`config.mk`:
```
export PLATFORM = sky130hd
export DESIGN_NAME = vending_controller
export DESIGN_NICKNAME = d
export VERILOG_FILES = /design/src/rtl/vending_controller.sv
export SDC_FILE = /design/constraint.sdc
export NUM_CORES = 1
export LEC_CHECK = 0
export ABC_AREA = 1
export CELL_PAD_IN_SITES_DETAIL_PLACEMENT = 2
export CELL_PAD_IN_SITES_GLOBAL_PLACEMENT = 2
export CORE_AREA = 2 2 65 128
export CTS_CLUSTER_DIAMETER = 40
export DETAILED_ROUTE_END_ITERATION = 16
export DIE_AREA = 0 0 67 130
export GPL_ROUTABILITY_DRIVEN = 0
export GPL_TIMING_DRIVEN = 1
export PLACE_DENSITY_LB_ADDON = 0.25
export SLEW_MARGIN = 20
export SYNTH_ARGS = -nofsm -noshare
export SYNTH_HDL_FRONTEND = slang
export SYNTH_SLANG_ARGS = --single-unit
```
`constraint.sdc`:
```
create_clock -name clk -period 3.8 [get_ports clk]
set_input_delay 0.57 -clock clk [delete_from_list [all_inputs] [get_ports clk]]
set_output_delay 0.57 -clock clk [all_outputs]
set_load 0.01 [all_outputs]
```
`src/rtl/vending_controller.sv`:
```
// Vending controller: serial coin receiver, credit register, vend handshake
// and serialised change return in one clocked block.
module vending_controller #(
    parameter int                             N_PRODUCTS  = 4,
    parameter int                             SEL_W       = 2,
    parameter int                             CREDIT_W    = 8,
    parameter int                             MAX_CREDIT  = 200,
    parameter logic [N_PRODUCTS*CREDIT_W-1:0] PRICES      = {8'd75, 8'd60, 8'd35, 8'd20},
    parameter bit                             AUTO_CHANGE = 1'b1
) (
    input  logic                clk,
    input  logic                reset,
    input  logic                serialIn,
    input  logic [SEL_W-1:0]    product,
    input  logic                buy,
    input  logic                coin_return,
    input  logic                vend_ack,
    output logic [CREDIT_W-1:0] credit,
    output logic                vend_valid,
    output logic [SEL_W-1:0]    vend_item,
    output logic                error,
    output logic                coin_reject,
    output logic                change_valid,
    output logic [1:0]          change_coin,
    output logic [1:0]          ctrl_state_o,
    output logic [1:0]          rx_state_o
);

    // Handshake: vend_valid rises with vend_item stable and both hold until a
    // cycle with vend_ack=1; that cycle completes the transfer.

    typedef enum logic [1:0] {RX_IDLE, RX_B1, RX_B0} rx_state_t;
    typedef enum logic [1:0] {IDLE, VEND, CHANGE} ctrl_state_t;

    localparam logic [CREDIT_W:0] MAX_W = (CREDIT_W+1)'(MAX_CREDIT);

    rx_state_t          rx_q;
    ctrl_state_t        ctrl_q;
    logic               code_hi_q;
    logic [CREDIT_W-1:0] credit_q;
    logic               vend_valid_q;
    logic [SEL_W-1:0]   vend_item_q;
    logic               error_q;
    logic               reject_q;

    logic                coin_done;
    logic [CREDIT_W-1:0] coin_val;
    logic                prod_ok;
    logic [CREDIT_W-1:0] price;
    logic                buy_ok;
    logic [CREDIT_W-1:0] base_credit;
    logic [CREDIT_W:0]   coin_sum;
    logic                coin_ok;
    logic [CREDIT_W-1:0] chg_val;
    logic [1:0]          chg_code;

    always_comb begin
        coin_done = (rx_q == RX_B0);
        case ({code_hi_q, serialIn})
            2'b00:   coin_val = CREDIT_W'(1);
            2'b01:   coin_val = CREDIT_W'(5);
            2'b10:   coin_val = CREDIT_W'(10);
            default: coin_val = CREDIT_W'(25);
        endcase

        prod_ok = 1'b0;
        price   = '0;
        for (int i = 0; i < N_PRODUCTS; i++) begin
            if (product == SEL_W'(i)) begin
                prod_ok = 1'b1;
                price   = PRICES[i*CREDIT_W +: CREDIT_W];
            end
        end

        // A purchase is judged on pre-coin credit; a coin landing on the same
        // edge is then added to what remains, and overflow is checked on that.
        buy_ok      = (ctrl_q == IDLE) && buy && prod_ok && (credit_q >= price);
        base_credit = buy_ok ? (credit_q - price) : credit_q;
        coin_sum    = {1'b0, base_credit} + {1'b0, coin_val};
        coin_ok     = coin_done && (ctrl_q != CHANGE) && (coin_sum <= MAX_W);

        if (credit_q >= CREDIT_W'(25)) begin
            chg_val = CREDIT_W'(25); chg_code = 2'b11;
        end else if (credit_q >= CREDIT_W'(10)) begin
            chg_val = CREDIT_W'(10); chg_code = 2'b10;
        end else if (credit_q >= CREDIT_W'(5)) begin
            chg_val = CREDIT_W'(5);  chg_code = 2'b01;
        end else begin
            chg_val = CREDIT_W'(1);  chg_code = 2'b00;
        end
    end

    always_ff @(posedge clk) begin
        if (reset) begin
            rx_q         <= RX_IDLE;
            ctrl_q       <= IDLE;
            code_hi_q    <= 1'b0;
            credit_q     <= '0;
            vend_valid_q <= 1'b0;
            vend_item_q  <= '0;
            error_q      <= 1'b0;
            reject_q     <= 1'b0;
        end else begin
            error_q  <= 1'b0;
            reject_q <= coin_done && !coin_ok;

            case (rx_q)
                RX_IDLE: if (serialIn) rx_q <= RX_B1;
                RX_B1: begin
                    code_hi_q <= serialIn;
                    rx_q      <= RX_B0;
                end
                default: rx_q <= RX_IDLE;
            endcase

            credit_q <= coin_ok ? coin_sum[CREDIT_W-1:0] : base_credit;

            case (ctrl_q)
                IDLE: begin
                    if (buy) begin
                        if (buy_ok) begin
                            vend_valid_q <= 1'b1;
                            vend_item_q  <= product;
                            ctrl_q       <= VEND;
                        end else begin
                            error_q <= 1'b1;
                        end
                    end else if (coin_return && credit_q != '0) begin
                        ctrl_q <= CHANGE;
                    end
                end
                VEND: begin
                    if (vend_ack) begin
                        vend_valid_q <= 1'b0;
                        ctrl_q <= (AUTO_CHANGE && credit_q != '0) ? CHANGE : IDLE;
                    end
                end
                CHANGE: begin
                    if (credit_q != '0) credit_q <= credit_q - chg_val;
                    else                ctrl_q   <= IDLE;
                end
                default: ctrl_q <= IDLE;
            endcase
        end
    end

    // Change is decoded from the registered credit so the coin shown in a
    // cycle is exactly the amount removed on that cycle's closing edge.
    assign change_valid = (ctrl_q == CHANGE) && (credit_q != '0);
    assign change_coin  = change_valid ? chg_code : 2'b00;

    assign credit       = credit_q;
    assign vend_valid   = vend_valid_q;
    assign vend_item    = vend_item_q;
    assign error        = error_q;
    assign coin_reject  = reject_q;
    assign ctrl_state_o = ctrl_q;
    assign rx_state_o   = rx_q;

endmodule

```
* Word-level counts from Yosys, hierarchy flattened
Cells that the tools add are included.
** Word-level totals
- Flip-flop bits (word level) :: 18
- Bits of input ports :: 8
- Output and inout port bits :: 20
- Logic and storage cells :: 88
** Cells by class
- Add/sub/neg operators :: 3
- $lt $le $gt $ge :: 5
- Equality and inequality tests :: 17
- Muxes and demuxes :: 34
- Bitwise logic cells :: 2
- Reduce and logical (&&, ||, !) cells :: 19
** Operator list (number)
- 8-bit two-way mux :: 7
- 2-bit two-way mux :: 10
- 8-bit subtractor :: 2
- 5-bit one-hot mux with 3 select lines :: 1
- 2-bit != test (second input constant) :: 6
- 2-bit equality test (second input constant) :: 5
- 5-bit two-way mux :: 2
- 8-bit by 8-bit adder with 9-bit output :: 1
- 9-bit by 8-bit less-or-equal comparator with 1-bit output (second input constant) :: 1
- 1-bit two-way mux :: 9
- 2-bit by 1-bit equality test with 1-bit output (second input constant) :: 4
- 8-bit by 3-bit >= comparator with 1-bit output (second input constant) :: 1
- 8-bit by 4-bit >= comparator with 1-bit output (second input constant) :: 1
- 8-bit by 5-bit >= comparator with 1-bit output (second input constant) :: 1
- 8-bit >= comparator :: 1
- 1-bit logical AND :: 8
- 2-bit logical NOT :: 4
- 4-bit AND reduction :: 2
- 8-bit nonzero test :: 1
- 2-bit one-hot mux with 3 select lines :: 1
- 4-bit two-way mux :: 1
- 2-bit one-hot mux with 2 select lines :: 1
- 3-bit two-way mux :: 1
- 3-bit by 2-bit != test with 1-bit output (second input constant) :: 1
- other kinds (7) :: 8

* Logic depth before layout (Yosys ltp)
Gate-level depths: netlist of run 1.
- Depth in word-level cells :: 14
- Depth in mapped cells :: 30
- Mapped depth without buffers :: 29

* Worst setup path before layout of run 1
OpenSTA, ideal clock, no wires.
- Path type :: input-to-reg
- Start point :: in product[0]
- End point :: reg credit_q[4] (netlist: credit[4])
- Setup time :: 117 ps
- Arrival time :: 3892 ps
- Required time :: 3683 ps
- Path slack :: -209 ps
- Stages on the path :: 25
- Path buffers :: 1
- Cell sequence :: inv_1 ha_1 ha_1 nand2_1 nand2_1 a21oi_2 nand2_2 nand2_4 clkbuf_1 nand2_1 o21ai_0 ha_1 inv_1 fa_1 o21ai_0 xnor2_1 o21ai_0 nor2_1 nor2_2 nand2_2 nand2_4 inv_4 nor2_1 nor2_1 nor2_1
** Between the ends
- Word-level cells in the longest chain between the ends :: 14
- Elaborated cells between the ends (all ways) :: 23
- Classes of those cells :: 2 x add/sub; 2 x order compare; 3 x eq/ne; 12 x mux; 4 x reduce/logical
** RTL lines
- start, declared :: line 14 : input logic [SEL_W-1:0] product,
- 2-bit logical NOT :: line 69 : if (product == SEL_W'(i)) begin
- 5-bit two-way mux or 1-bit two-way mux (tied branches) :: line 69
- 8-bit two-way mux or 1-bit two-way mux (tied branches) (3 in series) :: line 69
- 8-bit >= comparator or 1-bit logical AND (tied branches) :: line 77 : buy_ok = (ctrl_q == IDLE) && buy && prod_ok && (credit_q >= price);
- 1-bit logical AND :: line 77
- 8-bit two-way mux * :: line 78 : base_credit = buy_ok ? (credit_q - price) : credit_q;
- 8-bit by 8-bit adder with 9-bit output :: line 79 : coin_sum = {1'b0, base_credit} + {1'b0, coin_val};
- 9-bit by 8-bit less-or-equal comparator with 1-bit output :: line 80 : coin_ok = coin_done && (ctrl_q != CHANGE) && (coin_sum <= MAX_W);
- 1-bit logical AND :: line 80
- 8-bit two-way mux * :: line 116 : credit_q <= coin_ok ? coin_sum[CREDIT_W-1:0] : base_credit;
- 8-bit two-way mux :: line 139 : if (credit_q != '0) credit_q <= credit_q - chg_val;
- 8-bit two-way mux * :: line 118 : case (ctrl_q)
- end signal, assigned :: line 116
- end signal, assigned :: line 139
- end, declared :: line 40 : logic [CREDIT_W-1:0] credit_q;
Every way passes the cells marked *; elsewhere a longest branch is shown, timed or not.
A chain may end at the register's enable or synchronous reset.

* Worst setup path in the final report of run 1
- Start point :: in product[0]
- End point :: reg credit_q[2] (netlist: credit[2])
The elaborated chain is that of the path after synthesis.

==> flow_metrics.env, run 1 <==
export IMPL_initial_core_util_pct=24.7
export IMPL_worst_setup_path_start_kind="input pin"
export IMPL_synthSimpleGateAreaFrac_pct=36.5
export IMPL_setup_violations=6
export IMPL_peakVddDrop_uv=381
export IMPL_p_per_area_nw_per_um2=1120
export IMPL_crit_path_end_kind="flip-flop"
export IMPL_syn_area_um2=1940
export IMPL_drv_slew=0
export IMPL_drt_total_wl_um=9510
export IMPL_grt_use_met2_pct=44.1
export IMPL_cpMostUsedCell="nand2_2"
export IMPL_rows=46
export IMPL_async_flop_share_pct=0
export IMPL_use_met1_pct=23.7
export IMPL_io_buffers=27
export IMPL_p_leak_nw=1.58
export IMPL_finalCritPeriodShare_pct=102
export IMPL_rsz0062_at_grt="yes"
export IMPL_critPathSlowestCell="fa_2"
export IMPL_yosysSeqAreaShare_pct=18.6
export IMPL_area_growth_pct=67.0
export IMPL_yosysWarnings=0
export IMPL_use_met3_pct=2.41
export IMPL_seq_power_share_pct=9.5
export IMPL_gr_total_overflow=0
export IMPL_synth_net_count=348
export IMPL_synth_xor_xnor_area_share_pct=3.62
export IMPL_cts_clk_slew_worst_paths_ns=0.06
export IMPL_status="complete, but fails checks"
export IMPL_die_x_um=67
export IMPL_grtUsageTotal_pct=22.4
export IMPL_cp_max_fo=7
export IMPL_worstPathArrival_ns=4.03
export IMPL_die_h_um=130
export IMPL_maxCapViolCount=0
export IMPL_hold_violations=0
export IMPL_fmax_ghz=0.257
export IMPL_synth_compound_area_share_pct=14.1
export IMPL_postSynthCellCount=318
export IMPL_holdCritPathClass="reg2reg"
export IMPL_combPwrFrac_pct=83.8
export IMPL_drc=0
export IMPL_synth_edff_count=0
export IMPL_hpwl_um=6980
export IMPL_nFillCells=965
export IMPL_critPathRequiredTime_ns=3.94
export IMPL_antenna_found_initial=0
export IMPL_fin_hold_ws_ns=0.466
export IMPL_p_int_mw=1.77
export IMPL_grt_pass1_wl_um=14600
export IMPL_grt_pass1_vias=2883
export IMPL_dieArea_um2=8710
export IMPL_most_common_layout_cells="buf_4 (68), nand2_1 (59), inv_1 (47)"
export IMPL_swShare_pct=51.3
export IMPL_cts_buffers=3
export IMPL_n_antenna_cell=0
export IMPL_clockBufferDepth=2
export IMPL_coreArea_um2=7830
export IMPL_busiest_layer="met2"
export IMPL_num_io_pins=28
export IMPL_synth_top_family_by_area="simple AND/OR/NAND/NOR gates"
export IMPL_drtAntennaViolNets=0
export IMPL_final_net_count=448
export IMPL_grt_max_degree=16
export IMPL_final_common_cell="buf_4"
export IMPL_cts_root_buf="clkbuf_16"
export IMPL_clock_latency_ns=0.25
export IMPL_cts_tree="yes"
export IMPL_p_clk_share_pct=6.7
export IMPL_via_per_inst=4.87
export IMPL_synth_ff_latch_count=18
export IMPL_cts_sinks=18
export IMPL_h_tree_depth=1
export IMPL_cts_hold_fix_buffers=0
export IMPL_setup_ws_ns=-0.0902
export IMPL_critical_path_class="in2reg"
export IMPL_firstDrtPassIters=4
export IMPL_final_util_pct=41.3
export IMPL_drive_gt1_share_pct=34.5
export IMPL_synth_area_per_cell_um2=6.09
export IMPL_slew_headroom_pct=62.3
export IMPL_fin_crit_ns=3.89
export IMPL_tightest_slew_ns=0.565
export IMPL_synthMuxAreaShare_pct=0
export IMPL_drt_iter0_markers=75
export IMPL_violations="negative setup slack"
export IMPL_fin_setup_tns_ns=-0.296
export IMPL_reg2regPathDepth=27
export IMPL_vias=2496
export IMPL_hold_depth=1
export IMPL_slowest_delay_ns=0.38
export IMPL_wl_per_cell_um=18.5
export IMPL_switching_power_mw=1.86
export IMPL_skew_ns=0.00758
export IMPL_yosys_area_share_adder_pct=15.4
export IMPL_ys_types=31
export IMPL_ys_flop_type="dfxtp_1"
state kept, by name (all words and copies together) (netlist names):
signal	cells
coin_reject	1
vend_valid	1
vend_item	2
rx_state_o	2
ctrl_state_o	2
credit	8
code_hi_q	1
error	1
worst max-delay path, delay by kind of cell:
kind / cells / cell delay, ns
AO/OA/AOI/OAI: 3 / 0.53
XOR/XNOR: 1 / 0.15
adder cells (fa/ha/maj): 4 / 0.97
buffers and inverters: 6 / 0.58
AND/OR/NAND/NOR: 14 / 1.20
power by group through the flow:
stage                     clock network, mW  registers, mW  logic, mW
after floorplan                           0          0.350       1.36
after global placement                    0          0.332       2.35
after detailed placement                  0          0.335       2.49
after CTS                             0.246          0.337       2.79
after global routing                  0.254          0.353       3.34
final                                 0.243          0.344       3.04
stage by stage:
| stage | worst slack [ns] | total power [mW] | instance area [um^2] | std cells |
|---|---|---|---|---|
| global route | -0.240 | 3.95 | 3230 | 513 |
| CTS | -0.0457 | 3.37 | 3080 | 506 |
| detailed placement | -1.22 | 2.83 | 2730 | 491 |
| finish | -0.0902 | 3.63 | 3230 | 513 |
| floorplan | 0.0422 | 1.71 | 1950 | 318 |
| global placement | -1.02 | 2.69 | 2730 | 491 |
repair_timing:
action / in CTS / in global routing
buffers inserted: 9 / 7
cloned: 2 / 0
setup endpoints to repair: 9 / 9
gates resized for setup: 52 / 26
pin swaps: 20 / 19
synthesized netlist by cell type, types with 2 or more instances:
cell type,instances,area [um^2]
dfxtp_1,18,360
a21oi_1,17,85.1
nand2_2,11,68.8
nand2_4,2,22.5
xor2_1,3,26.3
fa_1,3,60.1
o21ai_0,22,110
nand3_1,22,110
o21ai_1,6,30.0
nand4_1,3,18.8
xnor2_1,5,43.8
inv_1,52,195
nor2_1,48,180
inv_2,2,7.51
ha_1,19,238
nor2_2,2,12.5
nand2_1,64,240
clkbuf_1,3,11.3
nor3_1,4,20.0
per-layer routing:
metal  wire, um  up-vias
met3        234       12
met1       3530     1225
met4        207        0
met5          0        -
met2       5550       48
li1           -     1211
layout make-up:
type                            instances  area, um^2  area share [%]
Timing Repair Buffer                   97         806            24.9
Sequential cell                        18         360            11.1
Inverter                               56         220            6.81
Tap cell                               96         120            3.72
Multi-Input combinational cell        242        1640            50.7
Clock buffer                            4        88.8            2.75
logic make-up after synthesis:
family / Yosys count
adder cells (fa/ha/maj): 22
AND/OR/NAND/NOR: 160
flip-flops: 18
XOR/XNOR: 8
AO/OA/AOI/OAI: 50
buffers and inverters: 60
path summary, 6_finish.rpt:
path / slack (ns) / endpoint / startpoint
max reg2reg: -0.02 / credit[2] / credit[0]
min: 0.47 / rx_state_o[0] / rx_state_o[0]
min reg2reg: 0.47 / rx_state_o[0] / rx_state_o[0]
max: -0.09 / credit[2] / product[0]
(Power assumes the default switching activity.)
==> run 2, diff against run 1 <==
--- a/config.mk
+++ b/config.mk
@@ -15,7 +15,7 @@
 export GPL_ROUTABILITY_DRIVEN = 0
 export GPL_TIMING_DRIVEN = 1
 export PLACE_DENSITY_LB_ADDON = 0.25
-export SLEW_MARGIN = 20
+export SLEW_MARGIN = 5
 export SYNTH_ARGS = -nofsm -noshare
 export SYNTH_HDL_FRONTEND = slang
 export SYNTH_SLANG_ARGS = --single-unit
==> results of run 2 <==
The final DEF is identical to that of run 1; final timing and power are the same.
